<file path="src/rtl/avalon_mm_arbiter_if.sv">
// Bundle between the control-path requesters, the arbiter and the shared
// Avalon-MM CSR slave port.
//   master : arbiter side (samples requests and slave read data, drives
//            grant/ack/rdata/busy and the avs_s0_* command signals)
//   slave  : environment side (requesters plus the CSR slave)
interface avalon_mm_arbiter_if #(
   parameter int unsigned N  = 4,
   parameter int unsigned AW = 4,
   parameter int unsigned DW = 4
);
   logic [N-1:0]    req;
   logic [N-1:0]    req_write;
   logic [N*AW-1:0] req_addr;
   logic [N*DW-1:0] req_wdata;
   logic [N-1:0]    grant;
   logic [N-1:0]    ack;
   logic [DW-1:0]   rdata;
   logic            busy;
   logic [AW-1:0]   avs_s0_address;
   logic [DW-1:0]   avs_s0_writedata;
   logic            avs_s0_write;
   logic            avs_s0_read;
   logic [DW-1:0]   avs_s0_readdata;

   modport master (
      input  req, req_write, req_addr, req_wdata, avs_s0_readdata,
      output grant, ack, rdata, busy,
             avs_s0_address, avs_s0_writedata, avs_s0_write, avs_s0_read
   );

   modport slave (
      output req, req_write, req_addr, req_wdata, avs_s0_readdata,
      input  grant, ack, rdata, busy,
             avs_s0_address, avs_s0_writedata, avs_s0_write, avs_s0_read
   );
endinterface

</file>
<file path="src/rtl/avalon_mm_arbiter.sv">
// Round-robin arbiter/sequencer sharing one Avalon-MM CSR slave port between
// N requesters, one transaction in flight at a time.
//   clk  : rising-edge clock
//   rst  : asynchronous active-high reset
//   bus  : requester side (req, req_write, req_addr, req_wdata -> grant, ack,
//          rdata, busy) and slave side (avs_s0_* command out, readdata in)
// Writes take 3 cycles (IDLE, ISSUE, DONE); reads take 3 + RD_LAT cycles.
module avalon_mm_arbiter #(
   parameter int unsigned N      = 4,
   parameter int unsigned AW     = 4,
   parameter int unsigned DW     = 4,
   parameter int unsigned RD_LAT = 1
) (
   input  logic                 clk,
   input  logic                 rst,
   avalon_mm_arbiter_if.master  bus
);

   localparam int unsigned IW = (N > 1) ? $clog2(N) : 1;
   localparam int unsigned CW = $clog2(RD_LAT + 1);

   typedef enum logic [1:0] {IDLE, ISSUE, WAIT, DONE} state_e;

   state_e          state_q, state_d;
   logic [IW-1:0]   last_q,  last_d;
   logic [CW-1:0]   cnt_q,   cnt_d;
   logic            wr_q,    wr_d;
   logic [N-1:0]    grant_q, grant_d;
   logic [N-1:0]    ack_q,   ack_d;
   logic [DW-1:0]   rdata_q, rdata_d;
   logic            busy_q,  busy_d;
   logic [AW-1:0]   addr_q,  addr_d;
   logic [DW-1:0]   wdata_q, wdata_d;
   logic            write_q, write_d;
   logic            read_q,  read_d;

   logic            win_vld;
   logic [IW-1:0]   win_idx;
   logic [IW-1:0]   cand;
   logic            sel_write;
   logic [AW-1:0]   sel_addr;
   logic [DW-1:0]   sel_wdata;

   // Round-robin search: first requester at or after last+1 (mod N).
   always_comb begin
      win_vld = 1'b0;
      win_idx = '0;
      cand    = '0;
      for (int unsigned k = 1; k <= N; k++) begin
         cand = IW'((32'(last_q) + k) % N);
         if (!win_vld && bus.req[cand]) begin
            win_vld = 1'b1;
            win_idx = cand;
         end
      end
   end

   // Pick the winner's command fields out of the packed request buses.
   always_comb begin
      sel_write = 1'b0;
      sel_addr  = '0;
      sel_wdata = '0;
      for (int unsigned i = 0; i < N; i++) begin
         if (win_idx == IW'(i)) begin
            sel_write = bus.req_write[i];
            sel_addr  = bus.req_addr[i*AW +: AW];
            sel_wdata = bus.req_wdata[i*DW +: DW];
         end
      end
   end

   // Next-state and registered-output logic.
   always_comb begin
      state_d = state_q;
      last_d  = last_q;
      cnt_d   = cnt_q;
      wr_d    = wr_q;
      grant_d = grant_q;
      ack_d   = '0;
      rdata_d = rdata_q;
      addr_d  = addr_q;
      wdata_d = wdata_q;
      write_d = 1'b0;
      read_d  = 1'b0;

      unique case (state_q)
         IDLE: begin
            // Strobe and command are registered here so they appear in ISSUE.
            if (win_vld) begin
               state_d = ISSUE;
               last_d  = win_idx;
               wr_d    = sel_write;
               addr_d  = sel_addr;
               wdata_d = sel_wdata;
               grant_d = N'(1) << win_idx;
               write_d = sel_write;
               read_d  = !sel_write;
            end
         end
         ISSUE: begin
            if (wr_q) begin
               state_d = DONE;
               ack_d   = grant_q;
            end else begin
               state_d = WAIT;
               cnt_d   = CW'(RD_LAT);
            end
         end
         WAIT: begin
            cnt_d = cnt_q - CW'(1);
            if (cnt_q == CW'(1)) begin
               rdata_d = bus.avs_s0_readdata;
               state_d = DONE;
               ack_d   = grant_q;
            end
         end
         DONE: begin
            state_d = IDLE;
            grant_d = '0;
         end
         default: state_d = IDLE;
      endcase

      busy_d = (state_d != IDLE);
   end

   // State and output registers.
   always_ff @(posedge clk or posedge rst) begin
      if (rst) begin
         state_q <= IDLE;
         last_q  <= IW'(N - 1);
         cnt_q   <= '0;
         wr_q    <= 1'b0;
         grant_q <= '0;
         ack_q   <= '0;
         rdata_q <= '0;
         busy_q  <= 1'b0;
         addr_q  <= '0;
         wdata_q <= '0;
         write_q <= 1'b0;
         read_q  <= 1'b0;
      end else begin
         state_q <= state_d;
         last_q  <= last_d;
         cnt_q   <= cnt_d;
         wr_q    <= wr_d;
         grant_q <= grant_d;
         ack_q   <= ack_d;
         rdata_q <= rdata_d;
         busy_q  <= busy_d;
         addr_q  <= addr_d;
         wdata_q <= wdata_d;
         write_q <= write_d;
         read_q  <= read_d;
      end
   end

   assign bus.grant            = grant_q;
   assign bus.ack              = ack_q;
   assign bus.rdata            = rdata_q;
   assign bus.busy             = busy_q;
   assign bus.avs_s0_address   = addr_q;
   assign bus.avs_s0_writedata = wdata_q;
   assign bus.avs_s0_write     = write_q;
   assign bus.avs_s0_read      = read_q;

endmodule

</file>
<file path="src/flat_wrapper.sv">
// flat-port wrapper written by rule: the top's interface ports become plain ports
module avalon_mm_arbiter_flat 
#(
   parameter int unsigned N      = 4,
   parameter int unsigned AW     = 4,
   parameter int unsigned DW     = 4,
   parameter int unsigned RD_LAT = 1
)
  (clk, rst, bus_req, bus_req_write, bus_req_addr, bus_req_wdata, bus_avs_s0_readdata, bus_grant, bus_ack, bus_rdata, bus_busy, bus_avs_s0_address, bus_avs_s0_writedata, bus_avs_s0_write, bus_avs_s0_read);
  avalon_mm_arbiter_if #(.N(N), .AW(AW), .DW(DW)) bus_i ();
  input  logic clk;
  input  logic rst;
  input wire logic [$bits(bus_i.req)-1:0] bus_req;
  input wire logic [$bits(bus_i.req_write)-1:0] bus_req_write;
  input wire logic [$bits(bus_i.req_addr)-1:0] bus_req_addr;
  input wire logic [$bits(bus_i.req_wdata)-1:0] bus_req_wdata;
  input wire logic [$bits(bus_i.avs_s0_readdata)-1:0] bus_avs_s0_readdata;
  output wire logic [$bits(bus_i.grant)-1:0] bus_grant;
  output wire logic [$bits(bus_i.ack)-1:0] bus_ack;
  output wire logic [$bits(bus_i.rdata)-1:0] bus_rdata;
  output wire logic [$bits(bus_i.busy)-1:0] bus_busy;
  output wire logic [$bits(bus_i.avs_s0_address)-1:0] bus_avs_s0_address;
  output wire logic [$bits(bus_i.avs_s0_writedata)-1:0] bus_avs_s0_writedata;
  output wire logic [$bits(bus_i.avs_s0_write)-1:0] bus_avs_s0_write;
  output wire logic [$bits(bus_i.avs_s0_read)-1:0] bus_avs_s0_read;
  assign bus_i.req = bus_req;
  assign bus_i.req_write = bus_req_write;
  assign bus_i.req_addr = bus_req_addr;
  assign bus_i.req_wdata = bus_req_wdata;
  assign bus_i.avs_s0_readdata = bus_avs_s0_readdata;
  assign bus_grant = bus_i.grant;
  assign bus_ack = bus_i.ack;
  assign bus_rdata = bus_i.rdata;
  assign bus_busy = bus_i.busy;
  assign bus_avs_s0_address = bus_i.avs_s0_address;
  assign bus_avs_s0_writedata = bus_i.avs_s0_writedata;
  assign bus_avs_s0_write = bus_i.avs_s0_write;
  assign bus_avs_s0_read = bus_i.avs_s0_read;
  avalon_mm_arbiter #(.N(N), .AW(AW), .DW(DW), .RD_LAT(RD_LAT)) u_core (.clk(clk), .rst(rst), .bus(bus_i));
endmodule
</file>
<file path="config.mk">
export PLATFORM = sky130hd
export DESIGN_NAME = avalon_mm_arbiter_flat
export DESIGN_NICKNAME = d
export VERILOG_FILES = /design/src/rtl/avalon_mm_arbiter_if.sv /design/src/rtl/avalon_mm_arbiter.sv /design/src/flat_wrapper.sv
export SDC_FILE = /design/constraint.sdc
export NUM_CORES = 1
export LEC_CHECK = 0
export CORE_MARGIN = 2
export CORE_UTILIZATION = 43
export DETAILED_ROUTE_END_ITERATION = 8
export MAX_ROUTING_LAYER = met4
export PLACE_DENSITY = 0.8
export SLEW_MARGIN = 30
export SYNTH_ARGS = -nofsm -noshare
export SYNTH_HDL_FRONTEND = slang
export SYNTH_SLANG_ARGS = --single-unit
</file>
<file path="constraint.sdc">
create_clock -name clk -period 1.95 [get_ports clk]
set_input_delay 0.4875 -clock clk [delete_from_list [all_inputs] [get_ports clk]]
set_output_delay 0.4875 -clock clk [all_outputs]
set_load 0.01 [all_outputs]
</file>
==> impl_metrics.py, run 1 <==
metrics = {
    "global_route": {
        "grt_max_degree": 18,
        "vias_in_the_first_global_route": 1646,
        "globalRoute.totalOverflow": 0,
        "grt_util_all_layers": 0.226,
        "number_of_antenna_violations_at_the_first_check_in_global_routing": 0,
        "grt_first_pass_wirelength_mm": 7.33,
    },
    "worst_setup_path": {
        "data_required_time_at_the_worst_endpoint_ns": 2.11,
        "cp_cell_sequence": "or2b_2, a21oi_2, buf_4, or3_4, o32ai_4, o21ai_1",
        "timing_worst_setup_path_type": "flop to flop",
        "cp-end-kind": "flop",
        "crit_path_top_delay_cell": "dfstp_2",
        "worst_path_largest_cell_delay_ns": 0.57,
        "worst-r2r-cell-count": 6,
        "worstSetupStartpointType": "flop",
        "cp_max_fo": 5,
        "crit_path_dat_ns": 1.99,
    },
    "synth": {
        "combined_area_of_all_synthesized_cells_mm2": 0.00170,
        "edff_count_synth": 0,
        "syn-mean-instance-area_um2": 10.1,
        "synthesis.nets": 219,
        "ys_warn_count": 0,
        "synth_largest_type_area_fraction": 0.396,
        "yosys.cell_types.count": 44,
        "synth_top_cells_by_count": "dfrtp_1, nor2_1, o21ai_0",
        "yosys.area.top_type": "dfrtp_1",
        "synth_cells": 169,
        "ys_seq_elements": 29,
        "ys_async_sr_fraction": 1.00,
        "synth_seq_area_share": 0.427,
        "post_synth_main_area_contributors": "dfrtp_1, mux2i_1, a221oi_1",
        "ys.flop_type": "dfrtp_1",
        "synth.most_common_cell": "dfrtp_1",
    },
    "layout": {
        "area_growth_pct": 60.6,
        "end_of_flow_core_utilization": 0.731,
        "layout-drive-gt1-share": 0.211,
        "nets": 310,
        "diodes": 0,
        "stdcell_area_mm2": 0.00274,
        "final_cell_count_no_fill": 309,
    },
    "timing": {
        "clock-skew-final_ns": 0.00724,
        "totalNegativeSetupSlack_ns": 0,
        "worst_slew_pin_slew_ns": 0.585,
        "timing.final.crit_period_ns": 1.84,
        "fin_worst_hold_slack_ns": 0.505,
        "final_hold_viol_count": 0,
        "timing.fmax_ghz": 0.545,
        "layout_worst_path_cycle_share": 0.941,
        "max_slew_margin": 0.608,
        "rsz0062_at_grt": "false",
        "drv_slew": 0,
        "final_report_setup_violation_count": 0,
    },
    "place": {
        "placed_cells": 301,
        "port-buffer-count": 68,
        "sum_of_net_half_perimeters_after_detailed_placement_mm": 3.41,
        "dpl-instance-area_mm2": 0.00258,
        "gp_congestion": 0.828,
    },
    "die": {
        "die_area_mm2": 0.00448,
        "core_area_mm2": 0.00374,
        "io-pin-count": 69,
        "fp.dieW_um": 67.0,
        "row_count": 22,
        "floorplan.initialDensity": 0.455,
        "fp.dieH_um": 67.0,
    },
    "hold_path": {
        "hold_path.class": "flop to flop",
        "timing.hold.worst_path_depth": 1,
    },
    "routing": {
        "detailedRoute.firstPassIterationCount": 4,
        "viasPerCell": 5.25,
        "average_wire_per_standard_cell_um": 14.3,
        "detail_route.drc_violations": 0,
        "ant_nets": 0,
        "dr.first_iter.drc_count": 87,
        "dr_total_vias": 1623,
        "postRouteWirelength_mm": 4.43,
    },
    "cts": {
        "numCtsBuffers": 5,
        "htree_levels": 2,
        "cts.sink_count": 29,
        "worstSkewPairLatency_ns": 0.28,
        "post-cts-setup-buffers": 0,
        "cts_tree": "yes",
        "postCtsHoldBufs": 0,
        "path_clk_slew_ns": 0.06,
        "cts-root-buf": "clkbuf_8",
        "clock_path_buffers": 2,
    },
    "pwr": {
        "power.density_mw_per_mm2": 1370,
        "cellLeakagePower_nw": 1.20,
        "irDropWorstVdd_mv": 0.663,
    },
    "outcome": {
        "run_status": "finished, final reports clean",
    },
    "run": {
        "maxCapViolCount": 0,
    },
}
## routing by layer
layer | wire length (um) | GRT usage
met5 | 0 | -
met4 | 42 | 0.0867
met3 | 195 | 0.0507
met2 | 2170 | 0.371
met1 | 2030 | 0.270
## report_power, final
group | switching [W] | internal, W
Sequential | 0.000188 | 0.000878
Clock | 0.000210 | 0.000253
Combinational | 0.00100 | 0.00122
Total | 0.00140 | 0.00235
## registers in the layout (all words and copies together) (netlist names)
signal / flops
u_core.wr_q: 1
u_core.bus.grant: 4
u_core.bus.busy: 1
u_core.cnt_q: 1
u_core.bus.ack: 4
u_core.bus.avs_s0_write: 1
u_core.bus.rdata: 4
u_core.bus.avs_s0_writedata: 4
u_core.last_q: 2
u_core.bus.avs_s0_read: 1
u_core.state_q: 2
u_core.bus.avs_s0_address: 4
## worst max-delay path: cells and delay by family, from the launching register on
kind	cells	cell delay [ns]
flip-flops	1	0.57
AND/OR/NAND/NOR	2	0.51
AO/OA/AOI/OAI	3	0.48
buffers and inverters	1	0.15
## repair_timing
| action | CTS | global route |
|---|---|---|
| pin swaps | 2 | 3 |
| endpoints found under the setup margin | 14 | 18 |
| resized for setup | 13 | 9 |
| gates cloned | 0 | 0 |
## worst paths after layout
check                                    start             endpoint  slack [ns]
max in group asynchronous                  rst     u_core.last_q[1]        1.15
max                           u_core.last_q[0]          u_core.wr_q        0.11
min in group asynchronous                  rst  u_core.bus.grant[3]        0.51
min reg2reg                u_core.bus.rdata[0]  u_core.bus.rdata[0]        0.50
min                        u_core.bus.rdata[0]  u_core.bus.rdata[0]        0.50
max reg2reg                   u_core.last_q[0]          u_core.wr_q        0.11
## cells in the final DEF, fill, tap and decap left out, types with 2 or more instances in the layout
master,n
clkbuf_1,3
mux2_2,4
a22o_1,2
nor2_1,13
o21ai_2,2
a32o_1,2
ha_1,4
o21a_1,2
clkdlybuf4s50_1,64
clkbuf_8,5
a221oi_1,8
and2_1,6
o32ai_1,3
nand2b_4,2
nor2b_2,2
dlymetal6s2s_1,3
buf_6,2
nor3b_1,2
buf_4,23
a21boi_1,3
a21oi_1,6
o22ai_1,6
nand2_1,10
inv_1,10
buf_12,2
o21ai_0,10
dfrtp_1,27
a31oi_1,2
mux2i_1,9
dfstp_2,2
## cells by family (layout without fill, tap and decap cells)
family	after synthesis	in the layout	synth area share
buffers and inverters	21	113	0.0764
muxes	13	13	0.0793
adders and majority gates	4	4	0.0294
AOI/OAI and AO/OA	58	58	0.248
and+or+nand+nor	43	43	0.134
xor gates and xnor gates	1	1	0.00514
DFF	29	29	0.427
## final cells by class
cell class,instances,area [um2]
Inverter,10,37.5
Tap cell,48,60.1
Timing Repair Buffer,95,922
Clock buffer,8,80.1
Sequential cell,29,728
Fill cell,290,1010
Multi-Input combinational cell,119,910
## per-stage QoR
step	worst slack, ns	total power [W]
CTS	-0.00185	0.00374
finish	0.114	0.00375
global route	0.0198	0.00403
floorplan	0.220	0.00227
detailed placement	-0.537	0.00321
global placement	-0.491	0.00315
Note: power is estimated with default switching activity, not from simulation.
==> run 2, diff against run 1 <==
==> constraint.sdc (replaced) <==
create_clock -name clk -period 1.9 [get_ports clk]
set_input_delay 0.475 -clock clk [delete_from_list [all_inputs] [get_ports clk]]
set_output_delay 0.475 -clock clk [all_outputs]
set_load 0.01 [all_outputs]
==> impl_metrics.py, run 2 (same netlist as run 1, synthesis figures left out) <==
metrics = {
    "outcome": {
        "run_status": "finished, final reports clean",
    },
    "routing": {
        "average_wire_per_standard_cell_um": 14.7,
        "detailedRoute.firstPassIterationCount": 4,
        "ant_nets": 0,
        "postRouteWirelength_mm": 4.59,
        "viasPerCell": 5.38,
        "detail_route.drc_violations": 0,
        "dr_total_vias": 1679,
        "dr.first_iter.drc_count": 112,
    },
    "die": {
        "io-pin-count": 69,
        "fp.dieW_um": 67.0,
        "fp.dieH_um": 67.0,
        "row_count": 22,
        "core_area_mm2": 0.00374,
        "floorplan.initialDensity": 0.455,
        "die_area_mm2": 0.00448,
    },
    "timing": {
        "clock-skew-final_ns": 0.00423,
        "worst_slew_pin_slew_ns": 0.589,
        "totalNegativeSetupSlack_ns": 0,
        "timing.final.crit_period_ns": 1.85,
        "final_hold_viol_count": 0,
        "fin_worst_hold_slack_ns": 0.437,
        "post-route-worst-setup-slack_ns": 0.0467,
        "final_report_setup_violation_count": 0,
        "timing.fmax_ghz": 0.540,
        "layout_worst_path_cycle_share": 0.975,
        "drv_slew": 0,
        "rsz0062_at_grt": "false",
        "max_slew_margin": 0.605,
    },
    "cts": {
        "worstSkewPairLatency_ns": 0.28,
        "postCtsHoldBufs": 0,
        "htree_levels": 2,
        "numCtsBuffers": 5,
        "clock_path_buffers": 2,
        "cts.sink_count": 29,
        "cts_tree": "yes",
        "path_clk_slew_ns": 0.06,
        "cts-root-buf": "clkbuf_8",
    },
    "layout": {
        "final_cell_count_no_fill": 312,
        "diodes": 0,
        "area_growth_pct": 63.6,
        "fill_cells": 292,
        "top_library_cells_by_usage_in_the_layout_fill_and_taps_aside": "clkdlybuf4s50_1, dfrtp_1, buf_4",
        "layout-drive-gt1-share": 0.227,
        "end_of_flow_core_utilization": 0.745,
        "nets": 313,
        "most_common_cell_after_layout_fill_and_taps_aside": "clkdlybuf4s50_1",
    },
    "global_route": {
        "grt_util_all_layers": 0.225,
        "vias_in_the_first_global_route": 1671,
        "globalRoute.totalOverflow": 0,
        "grt_first_pass_wirelength_mm": 7.42,
        "grt_max_degree": 17,
        "number_of_antenna_violations_at_the_first_check_in_global_routing": 0,
    },
    "place": {
        "gp_congestion": 0.825,
        "sum_of_net_half_perimeters_after_detailed_placement_mm": 3.49,
        "port-buffer-count": 68,
        "placed_cells": 302,
        "worst_slack_at_placement_ns": -0.579,
    },
    "pwr": {
        "cellLeakagePower_nw": 1.21,
        "irDropWorstVdd_mv": 0.709,
        "power.density_mw_per_mm2": 1420,
    },
    "worst_setup_path": {
        "crit_path_top_delay_cell": "dfstp_2",
        "crit_path_dat_ns": 2.07,
        "timing.critical_path.buf_inv": 1,
        "worst_path_largest_cell_delay_ns": 0.57,
        "reg2reg_slack_ns": 0.05,
        "cp-end-kind": "flop",
        "worst-r2r-cell-count": 6,
        "cp_cell_sequence": "or2b_2, a21oi_2, buf_4, or3_4, o32ai_4, and2_1",
        "data_required_time_at_the_worst_endpoint_ns": 2.12,
        "timing_worst_setup_path_type": "flop to flop",
        "crit_path_cell_count": 6,
        "crit_family": "simple AND/OR/NAND/NOR gates",
        "cp_max_fo": 5,
        "worstSetupStartpointType": "flop",
    },
    "hold_path": {
        "hold_path.class": "input pin to async pin",
    },
    "run": {
        "maxCapViolCount": 0,
    },
}
==> run 2: what timing repair did <==
action,CTS,global route
resized for setup,13,11
pin swaps,2,2
buffers inserted,0,2
setup endpoints to repair,15,14
==> run 2: worst reg2reg max path, cell delays in order, from the launching register on <==
cell and delay (ns):
dfstp_2 0.57, or2b_2 0.13, a21oi_2 0.08, buf_4 0.16
or3_4 0.38, o32ai_4 0.31, and2_1 0.16
==> run 2: cell type report <==
class                           instances  area, um2  share of cell area
Sequential cell                        29        728               0.261
Clock buffer                            8       80.1              0.0287
Tap cell                               48       60.1              0.0215
Multi-Input combinational cell        119        932               0.334
Timing Repair Buffer                   98        950               0.341
Inverter                               10       37.5              0.0135
==> run 2: path summary, 6_finish.rpt <==
kind,startpoint,end
worst max-delay path,u_core.last_q[0],u_core.bus.avs_s0_read
worst min-delay path,rst,u_core.bus.grant[2]
worst max register to register,u_core.last_q[0],u_core.bus.avs_s0_read
worst min register to register,u_core.bus.rdata[3],u_core.bus.rdata[3]
max in group asynchronous,rst,u_core.bus.ack[3]
min in group clk,u_core.bus.rdata[3],u_core.bus.rdata[3]
==> run 2: routing by layer <==
metal  vias to the layer above  GRT usage  share of wire
li1                        806          -              -
met1                       799      0.269           0.44
met2                        67      0.371           0.49
met3                         7     0.0659          0.061
met4                         0     0.0612          0.012
met5                         -          -              0
==> run 2: through the flow <==
step	total power [W]	cell area (um2)
3_5_place_dp	0.00331	2590
4_1_cts	0.00386	2710
6_report	0.00396	2790
5_1_grt	0.00424	2790
2_1_floorplan	0.00233	1700
3_3_place_gp	0.00325	2590
==> run 2: power by group <==
group / internal [W] / switching [W] / leakage (nW)
logic: 0.00132 / 0.00107 / 0.822
registers: 0.000901 / 0.000187 / 0.351
clock network: 0.000259 / 0.000220 / 0.0395
total: 0.00248 / 0.00148 / 1.21
==> run 3, diff against run 2 <==
==> constraint.sdc (replaced) <==
create_clock -name clk -period 2.1 [get_ports clk]
set_input_delay 0.525 -clock clk [delete_from_list [all_inputs] [get_ports clk]]
set_output_delay 0.525 -clock clk [all_outputs]
set_load 0.01 [all_outputs]
==> impl_metrics.py, run 3 (same netlist as run 1, synthesis figures left out) <==
metrics = {
    "outcome": {
        "run_status": "finished, final reports clean",
    },
    "die": {
        "row_count": 22,
        "io-pin-count": 69,
        "fp.dieH_um": 67.0,
        "fp.dieW_um": 67.0,
        "core_area_mm2": 0.00374,
        "die_area_mm2": 0.00448,
        "floorplan.initialDensity": 0.455,
    },
    "timing": {
        "max_slew_margin": 0.601,
        "totalNegativeSetupSlack_ns": 0,
        "final_hold_viol_count": 0,
        "worst_slew_pin_slew_ns": 0.595,
        "layout_worst_path_cycle_share": 0.944,
        "timing.final.crit_period_ns": 1.98,
        "final_report_setup_violation_count": 0,
        "timing.fmax_ghz": 0.504,
        "clock-skew-final_ns": 0.00405,
        "drv_slew": 0,
        "post-route-worst-setup-slack_ns": 0.117,
    },
    "worst_setup_path": {
        "crit_path_top_delay_cell": "clkdlybuf4s50_1",
        "timing_worst_setup_path_type": "input pin to flop",
        "cp-end-kind": "flop",
        "crit_path_dat_ns": 2.14,
        "worst_path_largest_cell_delay_ns": 0.47,
        "timing.critical_path.buf_inv": 3,
        "crit_top_cell": "buf_4",
        "cp_max_fo": 7,
        "crit_family": "buffers and inverters",
        "cp_cell_sequence": "clkdlybuf4s50_1, buf_4, a21oi_2, buf_4, or3_4, o32ai_4, o21ai_0",
        "data_required_time_at_the_worst_endpoint_ns": 2.26,
        "worstSetupStartpointType": "input pin",
    },
    "layout": {
        "area_growth_pct": 57.9,
        "top_library_cells_by_usage_in_the_layout_fill_and_taps_aside": "clkdlybuf4s50_1, dfrtp_1, buf_4",
        "nets": 305,
        "most_common_cell_after_layout_fill_and_taps_aside": "clkdlybuf4s50_1",
        "fill_cells": 294,
        "end_of_flow_core_utilization": 0.719,
        "stdcell_area_mm2": 0.00269,
        "diodes": 0,
        "layout-drive-gt1-share": 0.195,
    },
    "cts": {
        "numCtsBuffers": 5,
        "path_clk_slew_ns": 0.06,
        "cts_tree": "yes",
        "htree_levels": 2,
        "cts-root-buf": "clkbuf_8",
        "worstSkewPairLatency_ns": 0.28,
        "cts.sink_count": 29,
        "postCtsHoldBufs": 0,
        "clock_path_buffers": 2,
        "post-cts-setup-buffers": 0,
    },
    "routing": {
        "detailedRoute.firstPassIterationCount": 4,
        "detail_route.drc_violations": 0,
        "ant_nets": 0,
        "average_wire_per_standard_cell_um": 14.3,
        "dr_total_vias": 1632,
        "dr.first_iter.drc_count": 80,
        "postRouteWirelength_mm": 4.36,
        "viasPerCell": 5.37,
    },
    "global_route": {
        "number_of_antenna_violations_at_the_first_check_in_global_routing": 0,
        "vias_in_the_first_global_route": 1549,
        "grt_util_all_layers": 0.223,
        "globalRoute.totalOverflow": 0,
        "grt_first_pass_wirelength_mm": 7.15,
        "grt_max_degree": 30,
    },
    "place": {
        "sum_of_net_half_perimeters_after_detailed_placement_mm": 3.38,
        "gp_congestion": 0.767,
        "dpl-instance-area_mm2": 0.00253,
        "worst_slack_at_placement_ns": -0.443,
        "port-buffer-count": 68,
    },
    "pwr": {
        "cellLeakagePower_nw": 1.17,
        "share_comb_of_total_power": 0.568,
        "internal_power_w": 0.00217,
        "sum_of_internal_switching_and_leakage_power_w": 0.00346,
        "p_switching_w": 0.00129,
        "power.share.clock": 0.144,
        "power.switching_fraction": 0.373,
        "irDropWorstVdd_mv": 0.727,
        "share_seq_of_total_power": 0.289,
        "power.density_mw_per_mm2": 1280,
    },
    "hold_path": {
        "hold_path.class": "flop to flop",
    },
    "run": {
        "maxCapViolCount": 0,
    },
}
## run 3: repair_timing
item | CTS | global route
gates resized for setup | 2 | 12
setup endpoints to repair | 9 | 12
pin swaps | 0 | 1
## run 3: layout make-up
type	instances	area, um2	share of cell area
Inverter	10	37.5	0.0140
Clock inverter	1	5.00	0.00186
Timing Repair Buffer	90	863	0.321
Multi-Input combinational cell	119	900	0.334
Sequential cell	29	728	0.271
Tap cell	48	60.1	0.0223
Clock buffer	7	96.3	0.0358
## run 3: final timing paths
path                                       end  slack [ns]           startpoint  cells past startpoint
setup / recovery                   u_core.wr_q        0.12           bus_req[3]                      7
hold / removal             u_core.bus.rdata[0]        0.51  u_core.bus.rdata[0]                      1
setup reg to reg                   u_core.wr_q        0.29     u_core.last_q[1]                      5
hold reg to reg            u_core.bus.rdata[0]        0.51  u_core.bus.rdata[0]                      1
max in group asynchronous     u_core.last_q[1]        1.19                  rst                      3
min in group asynchronous  u_core.bus.rdata[1]        0.60                  rst                      3
## run 3: layer usage
metal  vias up  part of all wire  GRT usage
met5         -                 0          -
met4         0             0.020     0.0995
met3         8             0.055     0.0456
met2        66              0.48      0.360
met1       760              0.44      0.270
li1        798                 -          -
## run 3: power by group through the flow
| stage | clock network (W) | registers (W) | logic, W |
|---|---|---|---|
| final | 0.000497 | 0.000997 | 0.00196 |
| after global routing | 0.000535 | 0.00102 | 0.00214 |
| after CTS | 0.000505 | 0.000995 | 0.00191 |
| after detailed placement | 0 | 0.00100 | 0.00189 |
| after global placement | 0 | 0.000993 | 0.00184 |
| after floorplan | 0 | 0.00104 | 0.00107 |
## run 3: per-stage QoR
step,instances,hold WS [ns]
global placement,296,0.486
detailed placement,296,0.492
finish,304,0.505
floorplan,169,0.464
CTS,304,0.506
global route,304,0.513
